### src/rtl/ping_pong_scheduler.sv
// ping_pong_scheduler
//
// Time-shares one ping-pong counter between two requesters. Requests are
// arbitrated round-robin. The winner's (max, min) bounds are latched and
// driven to the counter. The counter then runs until it has made a fixed
// number of natural direction reversals, or until the owner drops its
// request. The counter is then released to the other side.
//
// Ports
//   clk, rst            clock; synchronous active-high reset
//   req[1:0]            per-requester request
//   cfg_max0/cfg_min0   bounds offered by requester 0
//   cfg_max1/cfg_min1   bounds offered by requester 1
//   flip_req[1:0]       per-requester flip request (only the owner's bit acts)
//   cnt_dir             counter direction feedback, 1 = counting up
//   enable, flip        counter enable and one-cycle flip pulse
//   max, min            bounds driven to the counter
//   grant[1:0]          one-hot current owner, 00 = none
//   busy                high while a slice is in progress (LOAD/RUN/RELEASE)
//   cfg_err[1:0]        requester is asking with an invalid bound pair
module ping_pong_scheduler #(
  parameter int WIDTH   = 4,
  parameter int BOUNCES = 2   // natural reversals per slice, 1..15
) (
  input  logic             clk,
  input  logic             rst,
  input  logic [1:0]       req,
  input  logic [WIDTH-1:0] cfg_max0,
  input  logic [WIDTH-1:0] cfg_min0,
  input  logic [WIDTH-1:0] cfg_max1,
  input  logic [WIDTH-1:0] cfg_min1,
  input  logic [1:0]       flip_req,
  input  logic             cnt_dir,
  output logic             enable,
  output logic             flip,
  output logic [WIDTH-1:0] max,
  output logic [WIDTH-1:0] min,
  output logic [1:0]       grant,
  output logic             busy,
  output logic [1:0]       cfg_err
);

  typedef enum logic [1:0] {S_IDLE, S_LOAD, S_RUN, S_RELEASE} state_t;

  localparam logic [3:0] BOUNCE_LIMIT = 4'(BOUNCES);

  state_t           state_q, state_d;
  logic             enable_q, enable_d;
  logic             flip_q, flip_d;
  logic [WIDTH-1:0] max_q, max_d;
  logic [WIDTH-1:0] min_q, min_d;
  logic [1:0]       grant_q, grant_d;
  logic             busy_q, busy_d;
  logic [1:0]       cfg_err_q, cfg_err_d;
  logic             owner_q, owner_d;     // index of the requester holding the slice
  logic             last_q, last_d;       // most recently released owner
  logic [3:0]       bounce_q, bounce_d;   // saturating natural-reversal count
  logic             dir_q, dir_d;         // cnt_dir as seen on the previous cycle
  logic             flip_dly_q;           // flip output delayed by one cycle
  logic [1:0]       flip_req_prev_q;      // flip_req delayed, for edge detection

  // Per-requester bounds gathered into arrays so they can be indexed by owner.
  logic [WIDTH-1:0] cfg_max_arr [2];
  logic [WIDTH-1:0] cfg_min_arr [2];
  logic [1:0]       cfg_ok;
  logic [1:0]       valid_req;

  assign cfg_max_arr[0] = cfg_max0;
  assign cfg_max_arr[1] = cfg_max1;
  assign cfg_min_arr[0] = cfg_min0;
  assign cfg_min_arr[1] = cfg_min1;

  genvar gi;
  generate
    for (gi = 0; gi < 2; gi++) begin : g_cfg
      // Strictly greater: equal bounds would leave the counter nowhere to go.
      assign cfg_ok[gi]    = cfg_max_arr[gi] > cfg_min_arr[gi];
      assign valid_req[gi] = req[gi] & cfg_ok[gi];
    end
  endgenerate

  // Arbitration: a lone valid request wins; on contention the side that was
  // not released most recently wins.
  logic grant_any;
  logic grant_idx;

  always_comb begin
    grant_any = |valid_req;
    if (valid_req == 2'b11) begin
      grant_idx = ~last_q;
    end else begin
      grant_idx = valid_req[1];
    end
  end

  // RUN-state helpers.
  logic       owner_req;
  logic       flip_rise;
  logic       bounce_now;
  logic [3:0] bounce_inc;
  logic       limit_hit;

  always_comb begin
    owner_req  = req[owner_q];
    flip_rise  = flip_req[owner_q] & ~flip_req_prev_q[owner_q];
    // A direction change is natural only if no flip was issued the cycle
    // before; the counter reacts to flip one edge after the pulse.
    bounce_now = (cnt_dir != dir_q) & ~flip_dly_q;
    bounce_inc = (bounce_q == 4'hF) ? 4'hF : bounce_q + 4'd1;
    limit_hit  = bounce_now & (bounce_inc >= BOUNCE_LIMIT);
  end

  // State register and all datapath flops.
  always_ff @(posedge clk) begin
    if (rst) begin
      state_q         <= S_IDLE;
      enable_q        <= 1'b0;
      flip_q          <= 1'b0;
      max_q           <= '1;
      min_q           <= '0;
      grant_q         <= 2'b00;
      busy_q          <= 1'b0;
      cfg_err_q       <= 2'b00;
      owner_q         <= 1'b0;
      last_q          <= 1'b1;   // so requester 0 wins the first contention
      bounce_q        <= 4'd0;
      dir_q           <= 1'b0;
      flip_dly_q      <= 1'b0;
      flip_req_prev_q <= 2'b00;
    end else begin
      state_q         <= state_d;
      enable_q        <= enable_d;
      flip_q          <= flip_d;
      max_q           <= max_d;
      min_q           <= min_d;
      grant_q         <= grant_d;
      busy_q          <= busy_d;
      cfg_err_q       <= cfg_err_d;
      owner_q         <= owner_d;
      last_q          <= last_d;
      bounce_q        <= bounce_d;
      dir_q           <= dir_d;
      flip_dly_q      <= flip_q;
      flip_req_prev_q <= flip_req;
    end
  end

  // Next-state logic.
  always_comb begin
    state_d = state_q;
    case (state_q)
      S_IDLE:    if (grant_any) state_d = S_LOAD;
      S_LOAD:    state_d = S_RUN;
      S_RUN:     if (limit_hit || !owner_req) state_d = S_RELEASE;
      S_RELEASE: state_d = S_IDLE;
      default:   state_d = S_IDLE;
    endcase
  end

  // Output and datapath next values. Outputs are registered, so they are
  // derived from the state being entered.
  always_comb begin
    enable_d  = (state_d == S_RUN);
    busy_d    = (state_d != S_IDLE);
    flip_d    = 1'b0;
    max_d     = max_q;
    min_d     = min_q;
    grant_d   = grant_q;
    owner_d   = owner_q;
    last_d    = last_q;
    bounce_d  = bounce_q;
    dir_d     = dir_q;
    cfg_err_d = req & ~cfg_ok;

    case (state_q)
      S_IDLE: begin
        if (grant_any) begin
          owner_d = grant_idx;
          max_d   = cfg_max_arr[grant_idx];
          min_d   = cfg_min_arr[grant_idx];
          grant_d = grant_idx ? 2'b10 : 2'b01;
        end
      end
      S_LOAD: begin
        bounce_d = 4'd0;
        dir_d    = cnt_dir;
      end
      S_RUN: begin
        dir_d = cnt_dir;
        if (bounce_now) bounce_d = bounce_inc;
        if (state_d == S_RELEASE) begin
          grant_d = 2'b00;
        end else begin
          flip_d = flip_rise;
        end
      end
      S_RELEASE: begin
        last_d = owner_q;
      end
      default: ;
    endcase

    // The owner's own flag stays quiet while it holds the counter.
    if (state_q != S_IDLE) cfg_err_d[owner_q] = 1'b0;
  end

  assign enable  = enable_q;
  assign flip    = flip_q;
  assign max     = max_q;
  assign min     = min_q;
  assign grant   = grant_q;
  assign busy    = busy_q;
  assign cfg_err = cfg_err_q;

endmodule

### config.mk
export PLATFORM = sky130hd
export DESIGN_NAME = ping_pong_scheduler
export DESIGN_NICKNAME = d
export VERILOG_FILES = /design/src/rtl/ping_pong_scheduler.sv
export SDC_FILE = /design/constraint.sdc
export NUM_CORES = 1
export LEC_CHECK = 0
export CAP_MARGIN = 30
export CORE_UTILIZATION = 44
export DETAILED_ROUTE_END_ITERATION = 8
export PLACE_DENSITY_LB_ADDON = 0.1
export SLEW_MARGIN = 20
export SYNTH_ARGS = -nofsm -noshare
export SYNTH_HDL_FRONTEND = slang
export SYNTH_SLANG_ARGS = --single-unit
### constraint.sdc
create_clock -name clk -period 1.7 [get_ports clk]
set_input_delay 0.34 -clock clk [delete_from_list [all_inputs] [get_ports clk]]
set_output_delay 0.34 -clock clk [all_outputs]
set_load 0.02 [all_outputs]
==> reports/metrics.cfg, run 1 <==
[synthesis]
syn-cell-area_mm2=0.00158
synth_area_leader_cell=dfxtp_1
synth_nets=220
ys_seq_elements=27
synth_top_area_share_pct=34.3
synth_edf_count=0
yosys_warnings=0
ys.flop_type=dfxtp_1
synth.area.top_cells=dfxtp_1 34%, ha_1 11%, a21oi_1 5.4%
syn_inst=183
synth.avg_cell_area_um2=8.61
ys_types=44
ys_seq_area_share_pct=34.3
postSynth.asyncResetShare_pct=0

[die]
row_count=21
die_w_um=61.8
core_mm2=0.00339
die-area_mm2=0.00382
die_h_um=61.8
start_util_pct=46.5
pin_count=38

[drt]
ant_nets=0
vias=1592
drt_first_pass_iters=4
drt_iter0_drc=81
drcViolationCount=0
via_per_inst=5.53
wl_um=4040
post_drt_wl_per_cell_um=14.0

[global_routing]
grt_pass1_wl_um=6580
grt_pass1_vias=1471
grt_max_degree=17
overflow=0
track_usage_pct=23.4
antenna_found_initial=0

[critical_path]
cp.required_ps=1920
path_class=in -> reg
cp-startpoint=cfg_max1[2]
cp_top_family=compound AO/OA/AOI/OAI gates
reg2reg_slack_ps=110
path_max_fanout=4
rr_startpoint=bounce_q[0]
cp_cell_sequence=clkdlybuf4s15_1 -> ha_4 -> a21oi_2 -> o221a_4 -> o22a_4 -> nor3_4 -> a32oi_1
start_kind=input pin
cp-end-kind=flip-flop
crit_buf_inv=1
arrival_ps=1880
slowest_stage=ha_4
worst_path_largest_cell_delay_ps=320

[place]
place_ws_ps=-711
io_buffer_count=37
gp_congestion=0.827
post-dp-hpwl_um=3080

[clock_network]
tritoncts=yes
clkTransAtPathRegs_ps=160
clock_latency_ps=330
htree_num_levels=1
cts_root_buffer=clkbuf_4
cts_sinks=27
cts-hold-fix-buffers=0
cts_made_buffers=3
clk_path_buf_depth=2

[finish]
layout-drive-gt1-share_pct=26.9
area_growth_syn_to_layout_pct=49.9
n_antenna_cell=0
fillCellCount=285
final_nets=280

[timing]
rsz0062_at_grt=yes
setup_tns_ps=0
max_freq_ghz=0.604
period_share_pct=97.4
finalCriticalPeriod_ps=1660
finalHoldViolCount=0
finalSetupViolCount=0
skew_ps=6.44
worstMarginPinSlew_ps=302
fin_ws_ps=44.6
slew_violations=0
slew_headroom_pct=79.6

[flow_run]
drv_cap=0

[worst_hold_path]
hold_start=cfg_min1[2]
hold_path_class=in -> reg

[power]
total_leakage_power_nw=1.03
vdd_drop_max_mv=0.545
power.density_mw_per_mm2=1100

[status]
status=completed

## sequential cells by signal (all words and copies together), names as in the netlist
register and cells:
busy 1, max 4, dir_q 1, cfg_err 2, grant 2, flip_dly_q 1, min 4, flip 1
flip_req_prev_q 2, state_q 2, owner_q 1, last_q 1, enable 1, bounce_q 4
## worst paths after layout
| path | endpoint | cells past startpoint |
|---|---|---|
| worst max-delay path | max[2] | 7 |
| worst max register to register | busy | 7 |
| worst min register to register | grant[1] | 2 |
| worst min-delay path | min[2] | 4 |
## power breakdown
part           internal [W]  leakage, nW  total, W  switching (W)
Sequential         0.000782        0.222  0.000867      0.0000853
Combinational      0.000651        0.799   0.00143       0.000783
Clock             0.0000901       0.0139  0.000291       0.000201
Total               0.00152         1.03   0.00259        0.00107
## Yosys cell counts (3+ instances only)
library cell	count
nand3_1	14
ha_1	14
a311oi_1	6
a21oi_1	17
nand2_1	9
dfxtp_1	27
clkbuf_1	3
nor2b_1	5
nor2_1	13
inv_1	20
nor3_1	3
a32oi_1	4
o21ai_0	11
## per-layer routing
layer / wire length, um / share of wire (%) / vias up / global-route usage, %
li1: - / - / 792 / -
met1: 1880 / 47 / 737 / 33.1
met2: 1870 / 46 / 53 / 35.3
met3: 227 / 5.6 / 10 / 4.35
met4: 61 / 1.5 / 0 / 8.89
met5: 0 / 0 / - / 0
## cells in the final DEF, fill, tap and decap left out, types with 3 or more instances in the layout
cell             synthesis  final
nor2_1                  13     12
nand2_1                  9      6
a32oi_1                  4      4
clkdlybuf4s50_1          0     14
nor2b_1                  5      5
clkdlybuf4s15_1          0      4
clkbuf_4                 0      3
a311oi_1                 6      6
ha_4                     0      6
dlymetal6s2s_1           0      7
o21ai_0                 11      7
o21ai_1                  1      5
inv_1                   20     14
a21oi_2                  0      3
dlygate4sd2_1            0     11
nand3_1                 14     12
buf_4                    0     20
ha_1                    14      7
dfxtp_1                 27     26
a21oi_1                 17     14
inv_2                    0      6
## worst min-delay path: stages
cell      delay [ps]
clkbuf_2         100
buf_4            130
nand3_1           50
a311oi_1          80
## through the flow
| step | hold WS [ps] | power [W] | utilization, % | cell area [um2] | std cells |
|---|---|---|---|---|---|
| CTS | 413 | 0.00254 | 67.9 | 2300 | 287 |
| global route | 384 | 0.00280 | 69.7 | 2360 | 288 |
| finish | 394 | 0.00259 | 69.7 | 2360 | 288 |
| floorplan | 480 | 0.00168 | - | 1580 | 183 |
| global placement | 455 | 0.00217 | 63.8 | 2160 | 283 |
| detailed placement | 459 | 0.00221 | 63.8 | 2160 | 283 |
## logic make-up (layout without fill, tap and decap cells)
kind of cell             after synthesis  after routing  share of synthesized area (%)
buffers and inverters                 25             84                           6.12
AND/OR/NAND/NOR                       59             59                           21.0
AO/OA/AOI/OAI                         55             55                           25.6
multiplexers                           2              2                           1.35
flip-flops                            27             27                           34.3
adder cells (fa/ha/maj)               14             14                           11.1
XOR/XNOR                               1              1                          0.556
## repair_timing
action | CTS | global route
buffers inserted | 0 | 1
resized for setup | 42 | 25
setup endpoints to repair | 17 | 21
pin swaps | 9 | 12
## area by class of cell
| class | instances | area (um2) | share of cell area [%] |
|---|---|---|---|
| Clock buffer | 3 | 22.5 | 0.954 |
| Clock inverter | 1 | 7.51 | 0.318 |
| Inverter | 20 | 75.1 | 3.18 |
| Multi-Input combinational cell | 131 | 1090 | 46.4 |
| Sequential cell | 27 | 542 | 22.9 |
| Tap cell | 46 | 57.6 | 2.44 |
| Timing Repair Buffer | 60 | 562 | 23.8 |
Note: power is estimated with default switching activity, not from simulation.
==> run 2: changes to the inputs <==
--- a/config.mk
+++ b/config.mk
@@ -6,6 +6,7 @@
 export NUM_CORES = 1
 export LEC_CHECK = 0
 export CAP_MARGIN = 30
+export CORE_MARGIN = 10
 export CORE_UTILIZATION = 44
 export DETAILED_ROUTE_END_ITERATION = 8
 export PLACE_DENSITY_LB_ADDON = 0.1
==> run 2 against run 1 <==
  * The flow now finishes with violations (setup timing)
  * Critical path depth rose by 2
  * Core utilization fell by 0.074 points
  * Non-clock buffer count fell by 1
  * Largest power group unchanged
==> reports/metrics.cfg, run 2 (same netlist as run 1, synthesis figures left out) <==
[critical_path]
path_class=in -> reg
worst_path_largest_cell_delay_ps=280  ; -40 ps
rr_startpoint=state_q[0]
endpoint=max[0]
rr_endpoint=bounce_q[0]
slowest_stage=ha_4
path_max_fanout=9  ; +5
start_kind=input pin
reg2reg_slack_ps=110  ; about the same
cp.required_ps=1930  ; about the same
arrival_ps=1940  ; +60 ps
r2r_cells=7  ; unchanged
cp_cell_sequence=dlygate4sd2_1 -> inv_1 -> ha_4 -> nand3_2 -> o221ai_1 -> nand3_1 -> buf_4 -> o21ai_0 -> a32oi_1
cp-end-kind=flip-flop
cp-startpoint=cfg_min1[1]

[flow_run]
drv_cap=0  ; unchanged

[timing]
skew_ps=8.55  ; +2.11 ps
worstMarginPinSlew_ps=322  ; +20.0 ps
max_freq_ghz=0.587  ; -2.9%
slew_violations=0  ; unchanged
finalSetupViolCount=1  ; +1
rsz0062_at_grt=yes
slew_headroom_pct=78.5  ; -1.1 points
period_share_pct=100  ; +2.9 points
whs_ps=423  ; +29.3 ps
finalHoldViolCount=0  ; unchanged
fin_ws_ps=-4.90  ; -49.5 ps
finalCriticalPeriod_ps=1700  ; +49.5 ps

[die]
die_h_um=79.8  ; +29%
row_count=21  ; unchanged
pin_count=38  ; unchanged
die_w_um=79.8  ; +29%
core_mm2=0.00339  ; unchanged
start_util_pct=46.5  ; unchanged
die-area_mm2=0.00637  ; +67%

[drt]
wl_um=4520  ; +12%
vias=1611  ; +1.2%
drt_iter0_drc=94  ; +16%
drt_first_pass_iters=4  ; unchanged
via_per_inst=5.61  ; +1.5%
post_drt_wl_per_cell_um=15.7  ; +12%
ant_nets=0  ; unchanged
drcViolationCount=0  ; unchanged

[clock_network]
clk_path_buf_depth=2  ; unchanged
htree_num_levels=1  ; unchanged
cts_made_buffers=3  ; unchanged
tritoncts=yes
cts_root_buffer=clkbuf_4
cts-hold-fix-buffers=0  ; unchanged
cts_sinks=27  ; unchanged
clock_latency_ps=350  ; +20 ps
postCtsSetupBuffers=0  ; unchanged
clkTransAtPathRegs_ps=150  ; about the same

[finish]
fin_cells=287  ; -0.35%
layout-drive-gt1-share_pct=27.4  ; +0.53 points
layout_common_cells=26 x dfxtp_1, 21 x buf_4, 15 x inv_1, 15 x a21oi_1
final_common_cell=dfxtp_1
area_growth_syn_to_layout_pct=49.7
multiInputGateArea_mm2=0.00111  ; +1.0%
regArea_um2=542  ; unchanged
final_nets=279  ; -0.36%
n_antenna_cell=0  ; unchanged
fillCellCount=280  ; -1.8%

[place]
post-dp-hpwl_um=3570  ; +16%
io_buffer_count=37  ; unchanged
place_ws_ps=-693  ; +18.6 ps
dp_cells=283  ; unchanged
gp_congestion=0.845  ; +2.2%

[global_routing]
grt_max_degree=17  ; unchanged
overflow=0  ; unchanged
antenna_found_initial=0  ; unchanged
track_usage_pct=14.4  ; -9.0 points
grt_pass1_wl_um=7450  ; +13%
grt_pass1_vias=1599  ; +8.7%

[power]
power.density_mw_per_mm2=1120  ; +1.7%
vdd_drop_max_mv=0.654  ; +20%
total_leakage_power_nw=1.01  ; -2.5%

[worst_hold_path]
hold_path_class=in -> reg

[status]
status=finished, violations left
violations=setup timing

-- run 2: cell types whose count changed in the layout (fill, tap and decap cells not counted), sizes merged --
cell           before  now
buf                23   22
clkbuf              4    3
clkdlybuf4s15       4    2
dlygate4sd2        11   14
-- run 2: layout make-up --
cell class	count	area share (%)
multi-input combinational	131	46.9
timing repair buffer	59	23.2
sequential	27	23.0
inverter	20	3.18
tap	46	2.44
clock buffer	3	0.955
clock inverter	1	0.318
-- run 2: worst min-delay path by stage --
stage	from	to	slack (ps)	depth (start not counted)
3_3_place_gp	grant[0]	grant[0]	450	2
5_1_grt	cfg_min0[2]	min[2]	440	3
6_report	cfg_min0[3]	min[3]	420	3
2_1_floorplan	req[1]	cfg_err[1]	480	2
3_5_place_dp	grant[1]	grant[1]	450	2
4_1_cts	cfg_max0[0]	max[0]	440	3
-- run 2: where the power goes --
| group | leakage [nW] | switching (W) | internal, W | total, W |
|---|---|---|---|---|
| clock network | 0.0139 | 0.000215 | 0.0000906 | 0.000306 |
| logic | 0.773 | 0.000809 | 0.000646 | 0.00145 |
| registers | 0.222 | 0.0000914 | 0.000782 | 0.000873 |
-- run 2: layer usage --
| metal | track usage, % | share of wire, % |
|---|---|---|
| met4 | 6.16 | 1.7 |
| met5 | 0 | 0 |
| met3 | 3.15 | 5.3 |
| met1 | 17.9 | 47 |
| met2 | 23.1 | 46 |
-- run 2: critical path: cells and delay by family --
| family | cells | cell delay [ps] |
|---|---|---|
| AO/OA/AOI/OAI | 3 | 580 |
| buffers and inverters | 3 | 520 |
| adder cells (fa/ha/maj) | 1 | 280 |
| AND/OR/NAND/NOR | 2 | 210 |
-- run 2: through the flow --
step | cell area [um2] | power [W] | TNS, ps | utilization (%)
2_1_floorplan | 1580 | 0.00168 | -16.7 | -
4_1_cts | 2300 | 0.00258 | 0 | 68.0
5_1_grt | 2360 | 0.00281 | -60.0 | 69.6
6_report | 2360 | 0.00263 | -4.90 | 69.6
3_3_place_gp | 2160 | 0.00218 | -9190 | 63.8
3_5_place_dp | 2160 | 0.00223 | -10350 | 63.8
-- run 2: timing repair --
item / 4_1_cts / 5_1_grt
pin swaps: 15 / 7
hold endpoints to repair: 0 / 0
gates resized for setup: 48 / 19
endpoints found under the setup margin: 17 / 19
